===== config.mk =====
export PLATFORM = sky130hd
export DESIGN_NAME = gc_refresh_scheduler
export DESIGN_NICKNAME = d
export VERILOG_FILES = /design/src/rtl/gc_refresh_scheduler.sv
export SDC_FILE = /design/constraint.sdc
export NUM_CORES = 1
export LEC_CHECK = 0
export CAP_MARGIN = 40
export CORE_ASPECT_RATIO = 0.7
export CORE_MARGIN = 2
export CORE_UTILIZATION = 52
export DETAILED_ROUTE_END_ITERATION = 10
export GPL_TIMING_DRIVEN = 0
export PLACE_DENSITY = 0.7
export SYNTH_ARGS = -nofsm -noshare
export SYNTH_HDL_FRONTEND = slang
export SYNTH_SLANG_ARGS = --single-unit

===== constraint.sdc =====
create_clock -name clk -period 6.4 [get_ports clk]
set_input_delay 0.64 -clock clk [delete_from_list [all_inputs] [get_ports clk]]
set_output_delay 0.64 -clock clk [all_outputs]
set_load 0.005 [all_outputs]

===== src/rtl/gc_refresh_scheduler.sv =====
// Refresh scheduler for the gain-cell DRAM array.
// Arbitrates the single array port between user accesses and periodic
// refresh sweeps. Rows written since the last sweep are skipped, and a
// defer counter bounds how long a pending refresh yields to the user.
// Optional macro REF_STATS_EN adds a per-sweep skipped-row counter.
module gc_refresh_scheduler #(
    parameter int ADDR_W     = 7,
    parameter int ROWS       = 128,
    parameter int REF_PERIOD = 1024,
    parameter int MAX_DEFER  = 8
) (
    input  logic              clk,
    input  logic              rst,
    input  logic              user_req,
    input  logic              user_we,
    input  logic [ADDR_W-1:0] user_addr,
    output logic              user_gnt,
    output logic              ref_en,
    output logic [ADDR_W-1:0] ref_addr,
    output logic              ref_skipped,
    output logic              sweep_busy,
    output logic              sweep_done,
    output logic              overrun,
    output logic [ADDR_W:0]   skip_count
);

    localparam int TW = (REF_PERIOD > 1) ? $clog2(REF_PERIOD) : 1;
    localparam int DW = (MAX_DEFER > 0) ? $clog2(MAX_DEFER + 1) : 1;
    localparam logic [TW-1:0]     TMAX     = TW'(REF_PERIOD - 1);
    localparam logic [DW-1:0]     DMAX     = DW'(MAX_DEFER);
    localparam logic [ADDR_W-1:0] LAST_ROW = ADDR_W'(ROWS - 1);
    localparam logic [ADDR_W:0]   ROWS_W   = (ADDR_W + 1)'(ROWS);

    typedef enum logic {IDLE, SWEEP} state_t;

    state_t            state_q, state_d;
    logic [TW-1:0]     timer_q, timer_d;
    logic [ADDR_W-1:0] ptr_q, ptr_d;
    logic [DW-1:0]     defer_q, defer_d;
    logic [ROWS-1:0]   written_q, written_d;
    logic              overrun_q, overrun_d;
    logic              done_q, done_d;

    logic              tick;
    logic              gnt_c, ref_en_c, skip_c, advance;
    logic [ADDR_W-1:0] ref_addr_c;

    // Next-state, arbitration and bitmap update for the current cycle
    always_comb begin
        state_d    = state_q;
        ptr_d      = ptr_q;
        defer_d    = defer_q;
        written_d  = written_q;
        overrun_d  = overrun_q;
        done_d     = 1'b0;
        gnt_c      = 1'b0;
        ref_en_c   = 1'b0;
        ref_addr_c = '0;
        skip_c     = 1'b0;
        advance    = 1'b0;

        tick    = (timer_q == TMAX);
        timer_d = tick ? '0 : timer_q + TW'(1);

        case (state_q)
            IDLE: begin
                gnt_c = user_req;
                if (tick) begin
                    state_d = SWEEP;
                    ptr_d   = '0;
                    defer_d = '0;
                end
            end
            SWEEP: begin
                // A tick here cannot restart the sweep; it only flags the overrun.
                if (tick) overrun_d = 1'b1;
                if (written_q[ptr_q]) begin
                    skip_c             = 1'b1;
                    gnt_c              = user_req;
                    written_d[ptr_q]   = 1'b0;
                    advance            = 1'b1;
                end else if (user_req && (defer_q < DMAX)) begin
                    gnt_c   = 1'b1;
                    defer_d = defer_q + DW'(1);
                end else begin
                    ref_en_c   = 1'b1;
                    ref_addr_c = ptr_q;
                    defer_d    = '0;
                    advance    = 1'b1;
                end
                if (advance) begin
                    if (ptr_q == LAST_ROW) begin
                        state_d = IDLE;
                        ptr_d   = '0;
                        done_d  = 1'b1;
                    end else begin
                        ptr_d = ptr_q + ADDR_W'(1);
                    end
                end
            end
            default: state_d = IDLE;
        endcase

        // Applied after the skip clear so a same-cycle write keeps the bit set.
        if (gnt_c && user_we && ({1'b0, user_addr} < ROWS_W))
            written_d[user_addr] = 1'b1;
    end

    // State and bookkeeping registers
    always_ff @(posedge clk) begin
        if (rst) begin
            state_q   <= IDLE;
            timer_q   <= '0;
            ptr_q     <= '0;
            defer_q   <= '0;
            written_q <= '0;
            overrun_q <= 1'b0;
            done_q    <= 1'b0;
        end else begin
            state_q   <= state_d;
            timer_q   <= timer_d;
            ptr_q     <= ptr_d;
            defer_q   <= defer_d;
            written_q <= written_d;
            overrun_q <= overrun_d;
            done_q    <= done_d;
        end
    end

`ifdef REF_STATS_EN
    logic [ADDR_W:0] skip_acc_q, skip_acc_d;
    logic [ADDR_W:0] skip_cnt_q, skip_cnt_d;

    // Count skips within a sweep; publish the total on the sweep_done edge
    always_comb begin
        skip_acc_d = skip_acc_q;
        skip_cnt_d = skip_cnt_q;
        if (state_q == IDLE && tick) skip_acc_d = '0;
        else if (skip_c)             skip_acc_d = skip_acc_q + (ADDR_W + 1)'(1);
        if (done_d) skip_cnt_d = skip_acc_q + (ADDR_W + 1)'(skip_c);
    end

    // Skip statistics registers
    always_ff @(posedge clk) begin
        if (rst) begin
            skip_acc_q <= '0;
            skip_cnt_q <= '0;
        end else begin
            skip_acc_q <= skip_acc_d;
            skip_cnt_q <= skip_cnt_d;
        end
    end

    assign skip_count = rst ? '0 : skip_cnt_q;
`else
    assign skip_count = '0;
`endif

    // Every output reads 0 while reset is held, including the registered ones.
    assign user_gnt    = gnt_c & ~rst;
    assign ref_en      = ref_en_c & ~rst;
    assign ref_addr    = rst ? '0 : ref_addr_c;
    assign ref_skipped = skip_c & ~rst;
    assign sweep_busy  = (state_q == SWEEP) & ~rst;
    assign sweep_done  = done_q & ~rst;
    assign overrun     = overrun_q & ~rst;

endmodule

Word-level counts from Yosys, hierarchy flattened

Cells that the tools add are included.

Bits in registers: 152
Logic and storage cells: 77
Input bits: 11

Muxes and demuxes: 36
Equal/unequal tests: 5
Add/subtract/negate cells: 3
Reduce and logical (&&, ||, !) cells: 9
$lt $le $gt $ge: 5
Bitwise logic cells: 12

Operators by type and width:

| kind                                                                                 | count |
|---|---|
| 128-bit two-way mux                                                                  | 3 |
| 128-bit AND                                                                          | 1 |
| 128-bit inverter                                                                     | 1 |
| 128-bit OR                                                                           | 1 |
| 7-bit two-way mux                                                                    | 7 |
| 7-bit by 8-bit less-than comparator with 1-bit output (second input constant)        | 2 |
| 1-bit two-way mux                                                                    | 16 |
| 1-bit demux with 7-bit select                                                        | 2 |
| 7-bit by 1-bit greater-or-equal comparator with 1-bit output (second input constant) | 2 |
| 7-bit one-hot mux with 2 select lines                                                | 1 |
| 4-bit two-way mux                                                                    | 3 |
| 10-bit by 1-bit adder with 10-bit output (second input constant)                     | 1 |
| 10-bit == test (second input constant)                                               | 1 |
| 4-bit one-hot mux with 2 select lines                                                | 1 |
| 7-bit by 1-bit adder with 7-bit output (second input constant)                       | 1 |
| 1-bit binary-select mux with 7-bit select                                            | 1 |
| 7-bit == test (second input constant)                                                | 1 |
| 1-bit AND                                                                            | 6 |
| 2-bit AND reduction                                                                  | 3 |
| 4-bit by 1-bit adder with 4-bit output (second input constant)                       | 1 |
| 1-bit logical AND                                                                    | 4 |
| 4-bit less-than comparator (second input constant)                                   | 1 |
| 2-bit inequality test (second input constant)                                        | 2 |
| 1-bit one-hot mux with 2 select lines                                                | 2 |
| 4 further kinds                                                                      | 6 |

Longest topological paths before layout

Depth in word-level cells: 10
Gate-level depth with buffers: 16
Gate-level depth less buffers: 9

Least setup slack after synthesis

Ideal clock, no wire load.

Path kind: reg-to-output
From: reg ptr_q[1]
To: out ref_addr[0]
Buffers on the path: 1
Setup slack: 2870 ps
Cell stages (with the launch flop): 10
Arrival: 2890 ps
Path through: dfxtp_1 > buf_6 > mux4_2 > a221oi_2 > nor2_1 > a31o_1 > or4_4 > or2_2 > nor3_4 > and2_1

Cells in the longest elaborated chain, start to end: 5

RTL lines:

| item                                      | line | RTL |
|---|---|---|
| start: declaration                        | 38   | `logic [ADDR_W-1:0] ptr_q, ptr_d;` |
| start signal: assignment                  | 122  | `ptr_q <= ptr_d;` |
| 1-bit binary-select mux with 7-bit select | 77   | `if (written_q[ptr_q]) begin` |
| 1-bit two-way mux (implied by the code)   | 77   |  |
| 7-bit two-way mux                         | 77   |  |
| 7-bit two-way mux                         | 65   | `case (state_q)` |
| 7-bit two-way mux                         | 162  | `assign ref_addr = rst ? '0 : ref_addr_c;` |
| end: declaration                          | 19   | `output logic [ADDR_W-1:0] ref_addr,` |

Every way passes these cells. The select of a mux whose other input is x is not followed.

Final worst setup path

From: reg ptr_q[2]
To: out ref_addr[5]

The elaborated chain is that of the path after synthesis.

==> impl_results.md <==
* EDFF count, synth at 0
* Most common cell after layout, fill and taps aside: dfxtp_1
* Status: complete, no violations
* Cell variety after synth at 71
* PostCTS Resize Cnt at 0
* Worst path bufs/invs at 4
* CTS Hold Bufs at 0
* Avg WL per Cell at 26.0 um
* CP max-delay cell: clkdlybuf4s50_1
* WL final at 27900 um
* Cells after synthesis at 821
* Core ar. at 14100 um2
* Vias in the first global route at 7412
* Cell Area, Synth at 7630 um2
* Placed cell count at 1041
* Vias at 7779
* Count of max-cap constraint violations at 0
* Initial antenna violation count at 0
* Initial Util at 0.539
* CTS tree: done
* DIE AREA at 15700 um2
* Height of the die at 105 um
* Fin area at 8730 um2
* Critical path's top delay family: buffers and inverters
* CTS Sinks at 152
* DP Area at 8120 um2
* Ys flop type: dfxtp_1
* Mapped Avg Cell Area at 9.29 um2
* Final ANT Viol Nets at 0
* CP cell instances: buf_2 -> buf_4 -> buf_2 -> mux4_2 -> mux2i_1 -> mux2i_1 -> o221ai_1 -> o31ai_4 -> or2_2 -> nor3_4 -> and2_1 -> clkdlybuf4s50_1
* Hold Vio Cnt, Final at 0
* Max frequency at 195 MHz
* Worst-path clk slew at 0.06 ns
* Max-slew violation total from the final report at 0
* Gr usage total at 0.357
* Root Driver: clkbuf_16
* Drt pass-1 iters at 10
* I/O Buffers at 23
* Nets at 884
* Max incr delay on CP at 0.51 ns
* Detailed Place HPWL at 19400 um
* Grt total ovfl at 0
* Sequential area share after synthesis at 0.399
* # setup viols final at 0
* Vias per inst at 7.25
* First-pass GRT wire length at 42600 um
* Asr flop ratio synth at 0
* Post-Layout Cell Count at 1073
* Critical Path End Type: output pin
* Setup ws final at 1.26 ns
* Met2 global-route usage at 0.522
* Die width at 149 um
* Max Clock Skew at 0.00616 ns
* Hold Path Depth at 1
* Final Wtd Congestion at 1.01
* Layout overhead on the synthesized area at 14.4%
* Final min period at 5.14 ns
* Met1 usage at 0.495
* Actual slew at the worst max-slew pin at 0.748 ns
* Slew margin rel. at 0.501
* YS warnings at 0
* Worst R2R Path Depth at 12
* Largest net degree at the start of global routing at 17
* Critical Path Stages at 12
* Post-CTS Setup Bufs at 0
* 1st-iter DRT viols at 1201
* Cts bufs inserted at 17
* Worst path required time at 5.76 ns
* GRT busiest layer: met2
* Largest fanout on the critical path at 10
* Top Ports at 32
* CTS HTree Levels at 4
* Critical Path Start Type: flop
* #FFs+latches synth at 152
* DRC viols at 0
* Pleak at 2.75 nW
* Max clock buf depth at 2
* # rows at 36
* Fillers at 1214
* Fraction of layout cells with a size suffix above 1 at 0.123
* Met3 Use GR at 0.0905
* Peak supply drop at 0.171 mV
* Post-layout util at 0.617
* PwrDens at 236 nW/um2
* Clock latency on the worst-skew pair at 0.43 ns
* Most frequent cells in the layout: 152 x dfxtp_1, 127 x o21ai_0, 112 x o311ai_0
* Crit share post-route at 0.803
* Setup_tns at 0 ns
* Setup WS pre-CTS at 1.86 ns
* Antenna cells at 0
* Worst Path Arrival at 4.50 ns
* Crit path kind: reg -> out
* Setup repair after global routing missed its margin: no
* HP Class: reg -> reg
Yosys cell counts (5+ instances only):
master / instances / area share
mux2i_1: 16 / 0.021
o21ai_0: 127 / 0.083
nor2b_1: 10 / 0.0082
nand3_1: 28 / 0.018
clkbuf_1: 47 / 0.023
xnor2_1: 5 / 0.0057
mux2_2: 7 / 0.010
nand2_1: 51 / 0.025
inv_1: 19 / 0.0094
a311o_1: 5 / 0.0066
nor4bb_1: 8 / 0.010
nand4_1: 10 / 0.0082
dfxtp_1: 152 / 0.40
buf_1: 5 / 0.0025
and3_1: 7 / 0.0057
a31oi_1: 6 / 0.0049
buf_2: 13 / 0.0085
nor2_1: 33 / 0.016
buf_4: 10 / 0.0098
and2_1: 9 / 0.0074
o311ai_0: 112 / 0.13
mux4_2: 14 / 0.041
o32ai_2: 5 / 0.011
nand3b_1: 5 / 0.0049
a21oi_1: 7 / 0.0046
o211ai_1: 13 / 0.013
a221oi_1: 11 / 0.013
buf_6: 6 / 0.0089
metal layers:
layer | wire (um) | vias up | part of all wire
met1 | 11600 | 3738 | 0.42
met5 | 0 | - | 0
met3 | 3550 | 126 | 0.13
met4 | 1140 | 0 | 0.041
li1 | - | 3313 | -
met2 | 11600 | 602 | 0.42
worst paths after layout:
| check | end | slack (ns) | from |
|---|---|---|---|
| worst max register to register | written_q[43] | 2.10 | ptr_q[2] |
| worst max-delay path | ref_addr[5] | 1.26 | ptr_q[2] |
| worst min-delay path | timer_q[0] | 0.46 | timer_q[0] |
| worst min register to register | timer_q[0] | 0.46 | timer_q[0] |
through the flow:
| step | hold WS, ns | power, mW |
|---|---|---|
| after global routing | 0.516 | 2.10 |
| final | 0.464 | 2.06 |
| after CTS | 0.465 | 2.05 |
| after detailed placement | 0.450 | 1.03 |
| after global placement | 0.438 | 1.03 |
| after floorplan | 0.430 | 1.01 |
power breakdown:
part	switching, mW	internal (mW)
combinational	0.0437	0.0190
clock	0.414	0.633
sequential	0.00252	0.949
state kept, by name, indices dropped and copies added (netlist names):
register / count
done_q: 1
written_q: 128
timer_q: 10
ptr_q: 7
defer_q: 4
state_q: 1
overrun_q: 1
final cells by class:
cell class	count	area (um2)	share of cell area
buffer	86	448	0.0513
clock buffer	21	460	0.0528
clock inverter	11	146	0.0168
inverter	19	71.3	0.00817
multi-input combinational	571	4090	0.469
sequential	152	3040	0.349
tap	190	238	0.0272
timing repair buffer	23	230	0.0264
logic make-up (layout without fill, tap and decap cells):
| logic type | count (synthesis) | count (layout) | share of synthesized area |
|---|---|---|---|
| AO/OA/AOI/OAI | 327 | 327 | 0.313 |
| XOR/XNOR | 8 | 8 | 0.00919 |
| adder cells (fa/ha/maj) | 3 | 3 | 0.00492 |
| buffers and inverters | 105 | 160 | 0.0681 |
| flip-flops | 152 | 152 | 0.399 |
| multiplexers | 37 | 37 | 0.0727 |
| other | 1 | 8 | 0.000492 |
| AND/OR/NAND/NOR | 188 | 188 | 0.132 |
Power figures use the tool's default switching activity.
